## config.mk

```make
export PLATFORM = sky130hd
export DESIGN_NAME = instr_decode
export DESIGN_NICKNAME = d
export VERILOG_FILES = /design/src/rtl/instr_decode.sv
export SDC_FILE = /design/constraint.sdc
export NUM_CORES = 1
export LEC_CHECK = 0
export CAP_MARGIN = 20
export CORE_MARGIN = 5
export CORE_UTILIZATION = 43
export CTS_BUF_LIST = sky130_fd_sc_hd__clkbuf_8
export DETAILED_ROUTE_END_ITERATION = 10
export GPL_TIMING_DRIVEN = 1
export MAX_ROUTING_LAYER = met4
export PLACE_DENSITY_LB_ADDON = 0.15
export SLEW_MARGIN = 10
export SYNTH_ARGS = -nofsm -noshare
export SYNTH_HDL_FRONTEND = slang
export SYNTH_SLANG_ARGS = --single-unit
```

## constraint.sdc

```tcl
create_clock -name clk -period 1.33 [get_ports clk]
set_input_delay 0.133 -clock clk [delete_from_list [all_inputs] [get_ports clk]]
set_output_delay 0.133 -clock clk [all_outputs]
set_load 0.05 [all_outputs]
```

## src/rtl/instr_decode.sv

```systemverilog
// Two-byte SPI command decoder: command byte selects register/lane/direction,
// data byte completes a write; reads are strobed right after the command byte.
module instr_decode (
    input  logic       clk,
    input  logic       rst,
    input  logic       cs_n,
    input  logic       byte_sync,
    input  logic [7:0] data_in,
    output logic [7:0] data_out,
    output logic       read,
    output logic       write,
    output logic [5:0] addr,
    output logic       hi_sel,
    input  logic [7:0] data_read,
    output logic [7:0] data_write
);

    typedef enum logic {IDLE, DATA} state_t;

    state_t     state_q;
    logic       wr_cmd_q;
    logic       read_q;
    logic       write_q;
    logic [5:0] addr_q;
    logic       hi_q;
    logic [7:0] dout_q;
    logic [7:0] dwr_q;

    always_ff @(posedge clk or posedge rst) begin
        if (rst) begin
            state_q  <= IDLE;
            wr_cmd_q <= 1'b0;
            read_q   <= 1'b0;
            write_q  <= 1'b0;
            addr_q   <= '0;
            hi_q     <= 1'b0;
            dout_q   <= '0;
            dwr_q    <= '0;
        end else begin
            read_q  <= 1'b0;
            write_q <= 1'b0;
            // Capture happens in the strobe cycle even if the frame aborts meanwhile.
            if (read_q)
                dout_q <= data_read;
            if (byte_sync) begin
                case (state_q)
                    IDLE: begin
                        addr_q   <= data_in[5:0];
                        hi_q     <= data_in[6];
                        wr_cmd_q <= data_in[7];
                        read_q   <= ~data_in[7];
                        state_q  <= DATA;
                    end
                    DATA: begin
                        if (wr_cmd_q) begin
                            dwr_q   <= data_in;
                            write_q <= 1'b1;
                        end
                        state_q <= IDLE;
                    end
                    default: state_q <= IDLE;
                endcase
            end else if (cs_n) begin
                state_q <= IDLE;
            end
        end
    end

    assign data_out   = dout_q;
    assign read       = read_q;
    assign write      = write_q;
    assign addr       = addr_q;
    assign hi_sel     = hi_q;
    assign data_write = dwr_q;

endmodule
```

==> metrics.yaml <==
timing:
  timing.fmax_mhz: 866
  whs_ps: 237
  fin_worst_skew_ps: 2.93
  finalHoldViolCount: 0
  setup_viol: 0
  setup_tns_ps: 0
  min_period_ps: 1160
  drv_slew: 0
  rsz0062_at_grt: "false"
  post-route-period-util_pct: 86.9
  slew-limit-headroom_pct: 78.1
  tightest_slew_ps: 328
critical_path:
  crit_path_end: "addr[3]"
  r2r-start: "state_q"
  setup.worst_path.class: "flip-flop to flip-flop"
  end_kind: "flip-flop"
  cp.arrival_ps: 1310
  path_cells: "nand2b_1 > buf_12 > mux2_4"
  r2r_end: "addr[3]"
  path_depth: 3
  cp_max_fo: 10
  cpLargestDelayFamily: "flip-flops"
  critPathLaunch: "state_q"
  cp_slowest_cell: "dfrtp_1"
  cpPeakStageDelay_ps: 400
  start_kind: "flip-flop"
  crit_required_ps: 1480
  worst-path-buf-inv: 1
  r2r_cells: 3
  rrSetupSlack_ps: 170
drt:
  dr.pass1.iters: 4
  vias: 645
  avgRoutedWirePerCell_um: 15.0
  route.detailed.drc: 0
  routed_wl_um: 2040
  ant_nets: 0
  drt_iter0_markers: 10
  vias_per_cell: 4.74
floorplanning:
  row_count: 17
  start_util_pct: 45.8
  core_area_sq_mm: 0.00225
  ioPinCount: 45
  die_w_um: 59.0
  die_area_sq_mm: 0.00348
  fp.dieH_um: 59.0
power:
  swShare_pct: 37.7
  netSwitchingPower_mw: 1.33
  power_frac_clock_pct: 12.4
  ir_drop_mv: 1.42
  pwr_density_cell_mw_per_mm2: 1950
  p_total_mw: 3.54
  power_frac_seq_pct: 35.1
  p_leak_nw: 0.827
  pwr-share-comb_pct: 52.5
  p_int_mw: 2.21
synthesis:
  ys_seq_area_share_pct: 65.5
  synth-warning-count: 0
  ys_top_cells_by_count: "dfrtp_1, mux2_2, mux2_4, inv_1"
  synthesis.area_sq_mm: 0.00103
  synth_edf_count: 0
  yosysTopAreaCell: "dfrtp_1"
  ys_types: 11
  synth_top_cell_area_share_pct: 65.5
  ys_async_sr_fraction_pct: 100
  syn-num-nets: 80
  syn_avg_cell_area_sq_um: 17.2
  post-synth-top-count-cell: "dfrtp_1"
  yosys-top-cells-area: "dfrtp_1, mux2_2, mux2_4"
  syn_inst: 60
  synth_ff_type: "dfrtp_1"
  synth-seq-cells: 27
global_routing:
  grt_overflow: 0
  grt_max_degree: 28
  grt_pass1_wl_um: 3440
  grt_pass1_vias: 707
  grt_use_total_pct: 13.3
  antenna_found_initial: 0
cts:
  cts_tree: "done"
  cts-root-buf: "clkbuf_8"
  clock_path_buffers: 2
  cts_hold_buf: 0
  clk_latency_ps: 260
  cts.sinks: 27
  cts.clk_slew.worst_paths_ps: 90
  cts_setup_buffers: 0
  ctsHtreeMaxLevel: 1
  cts_resized: 0
  cts_buffers: 3
cells_and_area:
  fillers: 128
  fin_cells: 136
  syn2layout_area_growth_pct: 76.0
  layout-drive-gt1-share_pct: 52.8
  antenna_cells: 0
  final_util_pct: 80.6
  fin_nets: 129
run_status:
  status: "completed"
placement:
  place_congestion: 0.729
  dp_cells: 132
  io_buffers: 44
  dp.final_hpwl_um: 1680
worst_hold_path:
  hp-class: "input port to async pin"
flow_run:
  cap_violations: 0
-- worst min-delay path by stage --
stage,start,end,slack [ps],cells after the start
2_1_floorplan,rst,addr[0],190,1
3_3_place_gp,rst,data_write[3],520,3
3_5_place_dp,rst,data_out[5],530,3
4_1_cts,rst,data_write[2],250,3
5_1_grt,rst,data_write[2],280,3
6_report,rst,data_write[3],240,3
-- per-layer routing --
| layer | GRT usage, % | vias up | share of wire (%) |
|---|---|---|---|
| li1 | - | 298 | - |
| met1 | 16.6 | 317 | 42 |
| met5 | - | - | 0 |
| met4 | 3.88 | 0 | 0.54 |
| met2 | 21.1 | 28 | 48 |
| met3 | 3.49 | 2 | 9.4 |
-- flip-flops by register name (all words and copies together) (netlist names) --
signal,flops
state_q,1
data_write,8
write,1
hi_sel,1
data_out,8
wr_cmd_q,1
addr,6
read,1
-- final cells by class --
| class | count | area, sq um | share of cell area (%) |
|---|---|---|---|
| timing repair buffer | 46 | 718 | 39.5 |
| sequential | 27 | 677 | 37.3 |
| multi-input combinational | 29 | 333 | 18.3 |
| clock buffer | 3 | 41.3 | 2.27 |
| tap | 28 | 35.0 | 1.93 |
| inverter | 2 | 7.51 | 0.413 |
| clock inverter | 1 | 5.00 | 0.275 |
-- power groups by stage --
stage	clock network [mW]	registers, mW	logic, mW
floorplan	0	1.83	0.254
global placement	0	1.25	1.86
detailed placement	0	1.26	1.88
CTS	0.449	1.25	1.88
global route	0.487	1.27	1.92
finish	0.439	1.24	1.86
-- metrics by stage --
step | setup WS (ps) | cell area (sq um)
final | 175 | 1820
after global routing | 128 | 1820
after CTS | 167 | 1820
after detailed placement | -51.2 | 1770
after global placement | -7.91 | 1770
after floorplan | 137 | 1030
-- layout by cell type (no fill, tap or decap), drive strengths merged --
cell           netlist  layout
dfrtp               27      27
buf                  2      27
mux2                24      24
clkdlybuf4s50        0      19
clkbuf               0       3
inv                  2       2
nand3                1       1
nand2b               1       1
nor2                 1       1
or2b                 1       1
o21ai                1       1
clkinv               0       1
-- cell families after synthesis --
kind of cell | after synthesis | share of synthesized area, %
AO/OA/AOI/OAI | 1 | 0.484
buffers and inverters | 4 | 2.30
flip-flops | 27 | 65.5
multiplexers | 24 | 29.1
AND/OR/NAND/NOR | 4 | 2.67
-- worst min-delay path, stage by stage --
cell and delay [ps]:
clkdlybuf4s50_1 400, inv_1 60, buf_4 310
No activity file was read; power rests on OpenSTA's default activity.
